File: src/rtl/mpc_mac_pkg.sv
`default_nettype none
// ============================================================================
// Package  : mpc_mac_pkg
// Purpose  : shared widths, legal parameter ranges and saturation helper
// Revision : 1.0
// ============================================================================
package mpc_mac_pkg;

  localparam int STAGES_MIN = 2;
  localparam int STAGES_MAX = 6;
  localparam int SHIFT_MIN  = 0;
  // Widest value the saturation helper accepts; every caller stays below it.
  localparam int SAT_MAX_W  = 128;

  typedef struct packed {
    logic signed [SAT_MAX_W-1:0] value;
    logic                        flag;
  } sat_t;

  function automatic int prod_width(input int a_w, input int b_w);
    return a_w + b_w + 2;
  endfunction

  function automatic sat_t sat_signed(input logic signed [SAT_MAX_W-1:0] value,
                                      input int                          width);
    logic signed [SAT_MAX_W-1:0] one;
    logic signed [SAT_MAX_W-1:0] max_v;
    logic signed [SAT_MAX_W-1:0] min_v;
    sat_t                        res;
    one   = {{(SAT_MAX_W-1){1'b0}}, 1'b1};
    max_v = (one <<< (width - 1)) - one;
    min_v = -(one <<< (width - 1));
    if (value > max_v) begin
      res.value = max_v;
      res.flag  = 1'b1;
    end else if (value < min_v) begin
      res.value = min_v;
      res.flag  = 1'b1;
    end else begin
      res.value = value;
      res.flag  = 1'b0;
    end
    return res;
  endfunction

endpackage
`default_nettype wire

File: src/rtl/mpc_mac_round_sat.sv
`default_nettype none
// ============================================================================
// Module   : mpc_mac_round_sat
// Purpose  : round-half-up arithmetic right shift, then saturate to P_W
// Revision : 1.0
// ============================================================================
module mpc_mac_round_sat import mpc_mac_pkg::*; #(
  parameter int ACC_W = 40,
  parameter int SHIFT = 0,
  parameter int P_W   = 28
) (
  input  logic signed [ACC_W-1:0] sum,
  output logic signed [P_W-1:0]   p_next,
  output logic                    out_sat
);

  // One extra bit so adding the rounding constant to +max cannot wrap.
  localparam logic [ACC_W:0]        c_one   = {{ACC_W{1'b0}}, 1'b1};
  localparam logic signed [ACC_W:0] c_round = $signed((c_one << SHIFT) >> 1);

  logic signed [ACC_W:0] w_biased;
  logic signed [ACC_W:0] w_shifted;
  sat_t                  w_res;
  logic                  w_unused;

  assign w_biased  = (ACC_W+1)'(sum) + c_round;
  assign w_shifted = w_biased >>> SHIFT;
  assign w_res     = sat_signed(SAT_MAX_W'(w_shifted), P_W);
  assign p_next    = w_res.value[P_W-1:0];
  assign out_sat   = w_res.flag;
  assign w_unused  = ^w_res.value[SAT_MAX_W-1:P_W];

endmodule
`default_nettype wire

File: src/rtl/mpc_mac_pipe.sv
`default_nettype none
// ============================================================================
// Module   : mpc_mac_pipe
// Purpose  : pipelined multiply-accumulate with clock enable, valid tracking,
//            saturating accumulator, rounding shift and saturating output
// Revision : 1.0
// ============================================================================
module mpc_mac_pipe import mpc_mac_pkg::*; #(
  parameter int A_W      = 21,
  parameter int B_W      = 6,
  parameter int A_SIGNED = 1,
  parameter int B_SIGNED = 0,
  parameter int STAGES   = 3,
  parameter int ACC_W    = 40,
  parameter int SHIFT    = 0,
  parameter int P_W      = 28
) (
  input  logic                  clk,
  input  logic                  rst,
  input  logic                  ce,
  input  logic                  in_valid,
  input  logic [A_W-1:0]        a,
  input  logic [B_W-1:0]        b,
  input  logic                  acc_en,
  input  logic                  acc_clr,
  output logic                  out_valid,
  output logic signed [P_W-1:0] p,
  output logic                  ovf
);

  localparam int PW = prod_width(A_W, B_W);

  if (STAGES < STAGES_MIN || STAGES > STAGES_MAX) begin : g_bad_stages
    $error("mpc_mac_pipe: STAGES out of range");
  end
  if (SHIFT < SHIFT_MIN || SHIFT > ACC_W - 2) begin : g_bad_shift
    $error("mpc_mac_pipe: SHIFT out of range");
  end
  if (ACC_W < A_W + B_W + 1 || ACC_W + 1 >= SAT_MAX_W) begin : g_bad_acc_w
    $error("mpc_mac_pipe: ACC_W out of range");
  end

  // Index 0 of the sideband vectors is stage 1; index STAGES-1 is the last stage.
  logic signed [A_W:0]       a_q, a_d;
  logic signed [B_W:0]       b_q, b_d;
  logic [STAGES-1:0]         vld_q, vld_d;
  logic [STAGES-1:0]         en_q, en_d;
  logic [STAGES-1:0]         clr_q, clr_d;
  logic signed [PW-1:0]      prod_q [STAGES-1];
  logic signed [PW-1:0]      prod_d [STAGES-1];
  logic signed [ACC_W-1:0]   acc_q, acc_d;
  logic signed [P_W-1:0]     p_q, p_d;
  logic                      ovf_q, ovf_d;
  logic                      out_valid_q, out_valid_d;

  logic signed [A_W:0]       w_a_ext;
  logic signed [B_W:0]       w_b_ext;
  logic signed [PW-1:0]      w_prod;
  logic signed [PW-1:0]      w_prod_last;
  logic signed [ACC_W:0]     w_acc_sum;
  sat_t                      w_acc_res;
  logic                      w_restart;
  logic                      w_acc_sat;
  logic signed [ACC_W-1:0]   w_new_sum;
  logic signed [P_W-1:0]     w_p_next;
  logic                      w_out_sat;
  logic                      w_unused;

  assign w_a_ext     = (A_SIGNED != 0) ? {a[A_W-1], a} : {1'b0, a};
  assign w_b_ext     = (B_SIGNED != 0) ? {b[B_W-1], b} : {1'b0, b};
  assign w_prod      = PW'(a_q) * PW'(b_q);
  assign w_prod_last = prod_q[STAGES-2];

  // The product always fits in ACC_W, so a restart can never saturate.
  assign w_restart = clr_q[STAGES-1] | ~en_q[STAGES-1];
  assign w_acc_sum = (ACC_W+1)'(acc_q) + (ACC_W+1)'(w_prod_last);
  assign w_acc_res = sat_signed(SAT_MAX_W'(w_acc_sum), ACC_W);
  assign w_acc_sat = ~w_restart & w_acc_res.flag;
  assign w_new_sum = w_restart ? ACC_W'(w_prod_last) : w_acc_res.value[ACC_W-1:0];
  assign w_unused  = ^w_acc_res.value[SAT_MAX_W-1:ACC_W];

  mpc_mac_round_sat #(
    .ACC_W (ACC_W),
    .SHIFT (SHIFT),
    .P_W   (P_W)
  ) u_round_sat (
    .sum     (w_new_sum),
    .p_next  (w_p_next),
    .out_sat (w_out_sat)
  );

  always_comb begin
    a_d         = a_q;
    b_d         = b_q;
    vld_d       = vld_q;
    en_d        = en_q;
    clr_d       = clr_q;
    prod_d      = prod_q;
    acc_d       = acc_q;
    p_d         = p_q;
    ovf_d       = ovf_q;
    out_valid_d = out_valid_q;
    if (ce) begin
      a_d       = w_a_ext;
      b_d       = w_b_ext;
      vld_d     = {vld_q[STAGES-2:0], in_valid};
      en_d      = {en_q[STAGES-2:0], acc_en};
      clr_d     = {clr_q[STAGES-2:0], acc_clr};
      prod_d[0] = w_prod;
      for (int i = 1; i < STAGES - 1; i++) begin
        prod_d[i] = prod_q[i-1];
      end
      out_valid_d = vld_q[STAGES-1];
      if (vld_q[STAGES-1]) begin
        acc_d = w_new_sum;
        p_d   = w_p_next;
        ovf_d = w_acc_sat | w_out_sat;
      end
    end
  end

  always_ff @(posedge clk or negedge rst) begin
    if (!rst) begin
      a_q         <= '0;
      b_q         <= '0;
      vld_q       <= '0;
      en_q        <= '0;
      clr_q       <= '0;
      for (int i = 0; i < STAGES - 1; i++) begin
        prod_q[i] <= '0;
      end
      acc_q       <= '0;
      p_q         <= '0;
      ovf_q       <= 1'b0;
      out_valid_q <= 1'b0;
    end else begin
      a_q         <= a_d;
      b_q         <= b_d;
      vld_q       <= vld_d;
      en_q        <= en_d;
      clr_q       <= clr_d;
      prod_q      <= prod_d;
      acc_q       <= acc_d;
      p_q         <= p_d;
      ovf_q       <= ovf_d;
      out_valid_q <= out_valid_d;
    end
  end

  assign out_valid = out_valid_q;
  assign p         = p_q;
  assign ovf       = ovf_q;

endmodule
`default_nettype wire

File: config.mk
export PLATFORM = sky130hd
export DESIGN_NAME = mpc_mac_pipe
export DESIGN_NICKNAME = d
export VERILOG_FILES = /design/src/rtl/mpc_mac_pkg.sv /design/src/rtl/mpc_mac_round_sat.sv /design/src/rtl/mpc_mac_pipe.sv
export SDC_FILE = /design/constraint.sdc
export NUM_CORES = 1
export LEC_CHECK = 0
export BUFFER_PORTS_ARGS = -buffer_cell sky130_fd_sc_hd__buf_4
export CORE_UTILIZATION = 30
export CTS_BUF_LIST = sky130_fd_sc_hd__clkbuf_4
export DETAILED_ROUTE_END_ITERATION = 8
export HOLD_SLACK_MARGIN = 0.03
export PLACE_DENSITY = 0.44
export SYNTH_ARGS = -nofsm -noshare
export SYNTH_HDL_FRONTEND = slang
export SYNTH_SLANG_ARGS = --single-unit
File: constraint.sdc
create_clock -name clk -period 6.5 [get_ports clk]
set_input_delay 1.3 -clock clk [delete_from_list [all_inputs] [get_ports clk]]
set_output_delay 1.3 -clock clk [all_outputs]
set_load 0.005 [all_outputs]
==> results of run 1 <==
==> per-layer routing <==
| layer | GRT usage, % | wire length (um) | vias up |
|---|---|---|---|
| met5 | 0 | 0 | - |
| met4 | 3.50 | 335 | 0 |
| met3 | 2.41 | 781 | 19 |
| li1 | - | - | 4940 |
| met2 | 25.7 | 16100 | 98 |
| met1 | 21.7 | 17400 | 4890 |
==> worst reg2reg max path, delay by kind of cell, from the launching register on <==
family / cells / cell delay [ns]
muxes: 1 / 0.26
xor gates and xnor gates: 1 / 0.08
DFF: 1 / 0.48
AOI/OAI and AO/OA: 8 / 2.32
adders and majority gates: 5 / 2.29
and+or+nand+nor: 2 / 0.32
buffers and inverters: 2 / 0.10
==> per-stage QoR <==
step                      area [sq um]  utilization, %
after floorplan                  13500               -
after global placement           14500            32.8
after detailed placement         14500            32.8
after CTS                        14800            33.3
after global routing             14800            33.3
final                            14800            33.3
==> flip-flops by register name (all words and copies together) (netlist names) <==
register,flops
a_q,21
acc_q,40
b_q,6
clr_q,3
en_q,3
out_valid,1
ovf,1
p,28
prod_q,28
vld_q,3
w_prod_last,28
==> final cells by class <==
| class | instances | share of cell area, % |
|---|---|---|
| Clock inverter | 15 | 0.719 |
| Sequential cell | 162 | 27.4 |
| Tap cell | 592 | 5.01 |
| Inverter | 77 | 1.95 |
| Multi-Input combinational cell | 1108 | 60.0 |
| Clock buffer | 17 | 0.863 |
| Timing Repair Buffer | 78 | 3.99 |
| Antenna cell | 1 | 0.0169 |
==> cells in the final DEF (no fill, tap or decap), types with 43 or more instances in the layout <==
cell and count:
xnor2_1 43, a21oi_1 74, mux2_2 87, nand2_1 208
fa_1 88, ha_1 96, inv_1 77, buf_4 77
o21ai_0 64, dfrtp_1 161, nor2_1 77, and2_1 87
==> cell families after synthesis <==
kind of cell,count (synthesis)
AO/OA/AOI/OAI,308
XOR/XNOR,53
adder cells (fa/ha/maj),190
buffers and inverters,143
flip-flops,162
multiplexers,90
AND/OR/NAND/NOR,467
==> how the worst min path moves through the flow <==
stage	depth (start not counted)	slack, ns	endpoint	startpoint
6_report	2	0.50	acc_q[19]$_DFFE_PN0P_	acc_q[19]$_DFFE_PN0P_
5_1_grt	2	0.53	acc_q[0]$_DFFE_PN0P_	acc_q[0]$_DFFE_PN0P_
4_1_cts	2	0.50	acc_q[0]$_DFFE_PN0P_	acc_q[0]$_DFFE_PN0P_
3_5_place_dp	2	0.47	acc_q[0]$_DFFE_PN0P_	acc_q[0]$_DFFE_PN0P_
3_3_place_gp	2	0.46	acc_q[19]$_DFFE_PN0P_	acc_q[19]$_DFFE_PN0P_
2_1_floorplan	2	0.45	acc_q[5]$_DFFE_PN0P_	acc_q[5]$_DFFE_PN0P_
==> out/qor.yml, run 1 <==
worst_setup_path:
  path_class: "flop to flop"
  cp-start-kind: "flop"
  crit_top_cell: "fa_1"
  cp-endpoint: "prod_q[55]$_DFFE_PN0P_"
  reg2regPathDepth: 19
  end_kind: "flop"
  cp.depth: 19
  rr_startpoint: "b_q[3]$_DFFE_PN0P_"
  rrSetupSlack_ns: 0.54
  r2r_end: "prod_q[55]$_DFFE_PN0P_"
  max_stage_delay_ns: 0.54
  cpMaxStageDelayCell: "fa_1"
  arrival_ns: 6.48
  critPathMaxFanout: 7
  path_buf_inv: 2
  critPathTopFamily: "compound AO/OA/AOI/OAI gates"
  crit_required_ns: 7.02
  crit_path_start: "b_q[3]$_DFFE_PN0P_"
  path_cells: "and2_1 > fa_1 > inv_1 > fa_1 > fa_1 > inv_1 > fa_1 > ha_1 > o21a_1 > o21ai_0 > nor2_1 > a311o_1 > a311oi_1 > o21ai_0 > o31ai_1 > a211oi_1 > a21oi_1 > xnor2_1 > mux2_2"
logic_synthesis:
  syn-mean-instance-area_sq_um: 9.58
  synthSimpleGateAreaFrac_pct: 16.4
  syn_area_sq_mm: 0.0135
  synth_area_leaders: "dfrtp_1, fa_1, ha_1"
  synth_compound_area_share_pct: 15.9
  synth_common_cells: "nand2_1, dfrtp_1, ha_1"
  synth_fa_ha_area_share_pct: 22.3
  netlist_instances: 1413
  ys_ff_latch: 162
  synthArstFlopShare_pct: 100
  synth_xor_area_share_pct: 3.43
  synth_edf_count: 0
  synth.top_cell.area_share_pct: 29.9
  yosysWarningCount: 0
  yosys-mux-area-fraction_pct: 7.46
  yosysMostFrequentCell: "nand2_1"
  synth_nets: 1630
  synth_top_flop_cell: "dfrtp_1"
  synth_top_family_by_area: "adder cells"
  yosys.area.top_type: "dfrtp_1"
  synth_cell_types: 80
  seq_area_frac_synth_pct: 29.9
timing:
  fmax_mhz: 168
  holdWs_ns: 0.502
  period_minus_slack_ns: 5.96
  post-route-period-util_pct: 91.7
  max_slew_margin_pct: 37.1
  setup_tns_ns: 0
  setup_ws_ns: 0.539
  skew_ns: 0.0356
  setup_viol: 0
  hold_viol_final: 0
  tightest_slew_ns: 0.944
  drv_slew: 0
  rsz0062_at_grt: "no"
finish:
  fillers: 4647
  final_cells: 2050
  final-seq-area_sq_mm: 0.00406
  drive_gt1_share_pct: 16.4
  area_delta_synth_final_pct: 9.21
  finalNetCount: 1661
  multi_input_area_sq_mm: 0.00888
clocking:
  numCtsBuffers: 17
  cts.sinks: 162
  post_cts_buffers: 0
  clk_latency_ns: 0.64
  cts_root_buf: "clkbuf_4"
  path_clk_slew_ns: 0.16
  cts-resized-gates: 0
  clk_path_buf_depth: 2
  postCtsHoldBufs: 0
  cts_tree: "yes"
  cts.htree.levels: 4
detailed_routing:
  drt_first_iter_violations: 488
  vias: 9947
  drt-total-wl_mm: 34.6
  viasPerCell: 4.85
  first_pass_iters: 4
  drc: 0
  ant_nets: 0
  wl_per_cell_um: 16.9
global_routing:
  grt_max_degree: 89
  antenna_found_initial: 1
  grt_usage_pct: 15.7
  grt_pass1_wl_mm: 57.8
  grt_pass1_vias: 10446
  grt-ovfl-total: 0
run:
  cap_violations: 0
die:
  initial_utilization_pct: 30.5
  ios: 63
  core_sq_mm: 0.0444
  dieArea_sq_mm: 0.0460
  die_x_um: 214
  rows: 77
  die_y_um: 214
status:
  status: "completed"
placement:
  place.gp.congestion: 0.833
  place_hpwl_mm: 26.1
  place.port_buffers: 62
  dp_cells: 2017
  place_ws_ns: 0.465
min_path:
  hp-class: "flop to flop"
Power of run 1 is not shown: default switching activity piles up to over one toggle a cycle in this logic, so the estimate is an artifact.
==> run 2, diff against run 1 <==
--- a/config.mk
+++ b/config.mk
@@ -5,6 +5,7 @@
 export SDC_FILE = /design/constraint.sdc
 export NUM_CORES = 1
 export LEC_CHECK = 0
+export ABC_AREA = 1
 export BUFFER_PORTS_ARGS = -buffer_cell sky130_fd_sc_hd__buf_4
 export CORE_UTILIZATION = 30
 export CTS_BUF_LIST = sky130_fd_sc_hd__clkbuf_4
==> out/qor.yml, run 2 <==
logic_synthesis:
  synth_edf_count: 0
  yosysWarningCount: 0
  synth_cell_types: 41
  synth_top_flop_cell: "dfrtp_1"
  synth_nets: 2357
  synth_area_leaders: "dfrtp_1, nand2_1, fa_1"
  ys_ff_latch: 162
  synth_common_cells: "nand2_1, inv_1, dfrtp_1"
  synth.top_cell.area_share_pct: 27.8
  yosys.area.top_type: "dfrtp_1"
  netlist_instances: 2140
  syn_area_sq_mm: 0.0146
  yosysMostFrequentCell: "nand2_1"
  seq_area_frac_synth_pct: 27.8
  syn-mean-instance-area_sq_um: 6.82
  synthArstFlopShare_pct: 100
timing:
  drv_slew: 0
  skew_ns: 0.0639
  setup_tns_ns: 0
  rsz0062_at_grt: "no"
  hold_viol_final: 0
  max_slew_margin_pct: 31.9
  fmax_mhz: 172
  setup_viol: 0
  holdWs_ns: 0.449
  period_minus_slack_ns: 5.80
  tightest_slew_ns: 1.02
  post-route-period-util_pct: 89.3
clocking:
  postCtsHoldBufs: 0
  cts.htree.levels: 4
  numCtsBuffers: 17
  cts_root_buf: "clkbuf_4"
  clk_latency_ns: 0.66
  cts.sinks: 162
  cts-resized-gates: 0
  cts_tree: "yes"
  post_cts_buffers: 0
  path_clk_slew_ns: 0.19
  clk_path_buf_depth: 2
worst_setup_path:
  cp-start-kind: "flop"
  arrival_ns: 6.33
  end_kind: "flop"
  critPathMaxFanout: 22
  reg2regPathDepth: 25
  crit_required_ns: 7.03
  path_class: "flop to flop"
finish:
  mostFrequentLayoutCell: "nand2_1"
  layout_common_cells: "nand2_1, inv_1, dfrtp_1"
  drive_gt1_share_pct: 6.68
  fin_area_sq_mm: 0.0159
  area_delta_synth_final_pct: 9.09
  largest_reg_flops: 40
  largest_register: "acc_q"
  finalNetCount: 2388
  final_cells: 2800
placement:
  place.port_buffers: 62
  place.gp.congestion: 0.902
  place_hpwl_mm: 35.0
  dp_cells: 2767
  postPlaceCellArea_sq_mm: 0.0157
die:
  die_x_um: 223
  initial_utilization_pct: 30.5
  core_sq_mm: 0.0478
  rows: 80
  ios: 63
  die_y_um: 223
  dieArea_sq_mm: 0.0495
min_path:
  min_path_cells: 2
  hp-class: "flop to flop"
detailed_routing:
  wl_per_cell_um: 15.8
  vias: 12925
  drt-total-wl_mm: 44.3
  viasPerCell: 4.62
  drc: 0
  first_pass_iters: 5
  drt_first_iter_violations: 687
  ant_nets: 0
global_routing:
  grt_max_degree: 83
  grt-ovfl-total: 0
  grt_usage_pct: 18.5
  grt_pass1_wl_mm: 72.0
  antenna_found_initial: 1
  grt_pass1_vias: 13313
power:
  seq_power_share_pct: 23.3
  p_leak_uw: 0.00918
  internal-power_uw: 3210
  finalPower_uw: 7050
  p_per_area_mw_per_mm2: 443
  p_comb_share_pct: 67.5
  pwr-share-clk_pct: 9.2
  p_switching_uw: 3840
  irDropWorstVdd_mv: 0.197
  sw_frac_of_total_pct: 54.5
run:
  cap_violations: 0
status:
  status: "completed"
[run 2: cell count changes in the layout (fill, tap and decap cells not counted), moves of 24 or more]
| cell | previous run | this run |
|---|---|---|
| nand2_1 | 208 | 936 |
| inv_1 | 77 | 306 |
| mux2_2 | 87 | 0 |
| and2_1 | 87 | 2 |
| nand3_1 | 21 | 84 |
| xnor2_1 | 43 | 12 |
| a22oi_1 | 1 | 26 |
| o211ai_1 | 25 | 0 |
| nor2_1 | 77 | 101 |
[run 2: per-stage QoR]
stage	setup slack (ns)	util [%]
after floorplan	1.38	-
after global placement	0.826	32.7
after detailed placement	0.699	32.7
after CTS	0.673	33.3
after global routing	0.235	33.3
final	0.695	33.3
[run 2: routing by layer]
metal	global-route usage (%)	vias up	wire, um
li1	-	6658	-
met1	24.7	6084	21000
met2	31.9	146	21400
met3	2.29	37	1050
met4	4.36	0	776
met5	0	-	0
[run 2: kinds of logic (layout without fill, tap and decap cells)]
| kind of cell | after synthesis | in the layout | share of synthesized area (%) |
|---|---|---|---|
| simple gates | 1181 | 1181 | 32.5 |
| buf+inv | 383 | 427 | 10.1 |
| compound gates | 208 | 208 | 8.02 |
| fa+ha+maj | 184 | 184 | 20.3 |
| flops | 162 | 162 | 27.8 |
| xor+xnor | 22 | 22 | 1.32 |
| other cells | 0 | 1 | 0 |
[run 2: final cells by class]
cell class                 instances  area (sq um)
timing repair buffer              74           559
clock buffer                      18           135
sequential                       162          4050
multi-input combinational       1595          9070
inverter                         321          1200
clock inverter                    14           128
fill                            5397         31900
antenna                            1          2.50
tap                              615           769
[run 2: worst max-delay path, cell delays in order (launching register included)]
cell and delay (ns):
dfrtp_1 0.85, nand2_1 0.17, fa_1 0.57, inv_1 0.04
ha_1 0.28, ha_1 0.27, inv_1 0.05, fa_1 0.54
inv_1 0.04, ha_1 0.35, nand2_1 0.10, nand2_1 0.05
a31oi_1 0.23, o21ai_0 0.15, nand2_1 0.09, nand2_1 0.05
a21oi_1 0.24, o21ai_0 0.18, a21o_1 0.19, a21oi_1 0.21
o21ai_0 0.17, a21oi_1 0.30, o21ai_0 0.15, or2_2 0.29
nand3_1 0.06, nand2_1 0.06
[run 2: worst paths after layout]
path / from / slack, ns / to
setup reg to reg: b_q[3]$_DFFE_PN0P_ / 0.70 / prod_q[50]$_DFFE_PN0P_
max in group asynchronous: rst / 4.64 / prod_q[29]$_DFFE_PN0P_
setup / recovery: b_q[3]$_DFFE_PN0P_ / 0.70 / prod_q[50]$_DFFE_PN0P_
hold reg to reg: prod_q[43]$_DFFE_PN0P_ / 0.45 / w_prod_last[14]$_DFFE_PN0P_
min in group asynchronous: rst / 0.51 / acc_q[28]$_DFFE_PN0P_
hold / removal: prod_q[43]$_DFFE_PN0P_ / 0.45 / w_prod_last[14]$_DFFE_PN0P_
[run 2: power by group through the flow]
stage          logic (uW)  registers [uW]  clock network [uW]
2_1_floorplan        3450            1590                   0
3_3_place_gp         4780            1670                   0
3_5_place_dp         4770            1670                   0
4_1_cts              4810            1650                 683
5_1_grt              5430            1700                 719
6_report             4760            1650                 646
(Power assumes the default switching activity.)
==> run 3, diff against run 2 <==
--- a/config.mk
+++ b/config.mk
@@ -11,7 +11,7 @@
 export CTS_BUF_LIST = sky130_fd_sc_hd__clkbuf_4
 export DETAILED_ROUTE_END_ITERATION = 8
 export HOLD_SLACK_MARGIN = 0.03
-export PLACE_DENSITY = 0.44
+export PLACE_DENSITY = 0.45
 export SYNTH_ARGS = -nofsm -noshare
 export SYNTH_HDL_FRONTEND = slang
 export SYNTH_SLANG_ARGS = --single-unit
==> out/qor.yml, run 3 (synthesized netlist as in run 2, its figures left out) <==
status:
  status: "completed"
finish:
  largest_reg_flops: 40
  layout_common_cells: "nand2_1, inv_1, dfrtp_1"
  multi_input_area_sq_mm: 0.00907
  largest_register: "acc_q"
  mostFrequentLayoutCell: "nand2_1"
  final-seq-area_sq_mm: 0.00405
  fillers: 5304
  finalNetCount: 2386
  area_delta_synth_final_pct: 9.28
  drive_gt1_share_pct: 6.69
placement:
  place.port_buffers: 62
  place_hpwl_mm: 34.7
  place.gp.congestion: 0.926
timing:
  skew_ns: 0.0434
  tightest_slew_ns: 0.977
  max_slew_margin_pct: 34.8
  drv_slew: 0
  holdWs_ns: 0.486
  fmax_mhz: 172
  setup_viol: 0
  period_minus_slack_ns: 5.83
  post-route-period-util_pct: 89.7
  setup_tns_ns: 0
  hold_viol_final: 0
  rsz0062_at_grt: "no"
clocking:
  clk_latency_ns: 0.76
  path_clk_slew_ns: 0.17
  cts_tree: "yes"
  numCtsBuffers: 17
  cts.sinks: 162
  clk_path_buf_depth: 2
  cts.htree.levels: 4
  post_cts_buffers: 0
  cts_root_buf: "clkbuf_4"
  postCtsHoldBufs: 0
  cts-resized-gates: 0
detailed_routing:
  viasPerCell: 4.69
  vias: 13138
  wl_met3_um: 997
  drt_first_iter_violations: 738
  drc: 0
  wl_per_cell_um: 15.8
  first_pass_iters: 5
  wl_met1_mm: 20.9
  drt-total-wl_mm: 44.2
  wl_met2_mm: 21.6
  ant_nets: 0
  dr.max_layer_used: "met4"
die:
  rows: 80
  die_y_um: 223
  die_x_um: 223
  initial_utilization_pct: 30.5
  ios: 63
  core_sq_mm: 0.0478
  dieArea_sq_mm: 0.0495
worst_setup_path:
  end_kind: "flop"
  cpMaxStageDelayCell: "dfrtp_1"
  critPathMaxFanout: 22
  r2r_end: "prod_q[50]$_DFFE_PN0P_"
  path_class: "flop to flop"
  max_stage_delay_ns: 0.87
  path_cells: "nand2_1 > inv_1 > fa_1 > inv_1 > fa_1 > fa_1 > inv_1 > fa_1 > ha_1 > a21oi_1 > o21ai_0 > nand2_1 > nand2_1 > a21oi_1 > o21ai_0 > a21o_1 > a21oi_1 > o21ai_0 > a21oi_1 > o21ai_0 > or2_2 > nand3_1 > nand2_1"
  reg2regPathDepth: 23
  arrival_ns: 6.48
  crit_required_ns: 7.15
  rr_startpoint: "b_q[2]$_DFFE_PN0P_"
  cp-start-kind: "flop"
  rrSetupSlack_ns: 0.67
power:
  pwr-share-clk_pct: 9.6
  seq_power_share_pct: 23.3
  p_comb_share_pct: 67.1
  p_switching_uw: 3870
  p_leak_uw: 0.00919
  p_per_area_mw_per_mm2: 444
  sw_frac_of_total_pct: 54.6
  internal-power_uw: 3220
  irDropWorstVdd_mv: 0.204
global_routing:
  grt_pass1_vias: 13279
  grt_usage_pct: 18.5
  grt_pass1_wl_mm: 71.7
  grt_max_degree: 69
  grt-ovfl-total: 0
  antenna_found_initial: 1
min_path:
  hp-class: "input pin to async pin"
run:
  cap_violations: 0
[run 3: cell count changes in the layout (fill, tap and decap cells not counted), sizes merged]
cell,before,now
buf,74,72
inv,327,328
diode,1,4
clkinvlp,4,2
clkbuf,18,17
clkinv,3,5
[run 3: area by class of cell]
class,instances,share of cell area (%)
Antenna cell,4,0.0628
Tap cell,615,4.82
Timing Repair Buffer,72,3.41
Sequential cell,162,25.4
Multi-Input combinational cell,1595,56.9
Inverter,321,7.55
Clock buffer,17,0.800
Clock inverter,15,1.07
[run 3: worst max-delay path, delay by kind of cell, from the launching register on]
family / cells / cell delay, ns
AOI/OAI and AO/OA: 9 / 1.72
adders and majority gates: 5 / 2.24
buffers and inverters: 3 / 0.24
DFF: 1 / 0.87
and+or+nand+nor: 6 / 0.66
[run 3: worst max-delay path by stage]
stage               slack, ns  depth (start not counted)                      to          startpoint
floorplan                1.38                         24  prod_q[50]$_DFFE_PN0P_  b_q[3]$_DFFE_PN0P_
global placement         0.79                         23  prod_q[50]$_DFFE_PN0P_  b_q[2]$_DFFE_PN0P_
detailed placement       0.71                         28  prod_q[53]$_DFFE_PN0P_  b_q[3]$_DFFE_PN0P_
CTS                      0.69                         28  prod_q[53]$_DFFE_PN0P_  b_q[3]$_DFFE_PN0P_
global route             0.15                         23  prod_q[52]$_DFFE_PN0P_  b_q[2]$_DFFE_PN0P_
finish                   0.67                         23  prod_q[50]$_DFFE_PN0P_  b_q[2]$_DFFE_PN0P_
[run 3: layer usage]
metal / track usage (%) / vias to the layer above
met1: 24.2 / 6271
met5: 0 / -
li1: - / 6662
met4: 5.09 / 0
met2: 31.9 / 166
met3: 2.43 / 39
[run 3: power groups by stage]
| stage | Sequential [uW] | Combinational (uW) | Clock [uW] |
|---|---|---|---|
| global route | 1710 | 5430 | 754 |
| finish | 1650 | 4760 | 681 |
| CTS | 1660 | 4810 | 726 |
| detailed placement | 1680 | 4770 | 0 |
| floorplan | 1590 | 3450 | 0 |
| global placement | 1670 | 4780 | 0 |
[run 3: stage by stage]
step | area [sq um] | power [uW] | setup WS [ns] | util, % | instances
global route | 15900 | 7900 | 0.150 | 33.3 | 2799
detailed placement | 15600 | 6450 | 0.712 | 32.7 | 2765
global placement | 15600 | 6450 | 0.794 | 32.7 | 2765
finish | 15900 | 7090 | 0.672 | 33.3 | 2801
CTS | 15900 | 7200 | 0.691 | 33.3 | 2797
floorplan | 14600 | 5040 | 1.38 | - | 2140
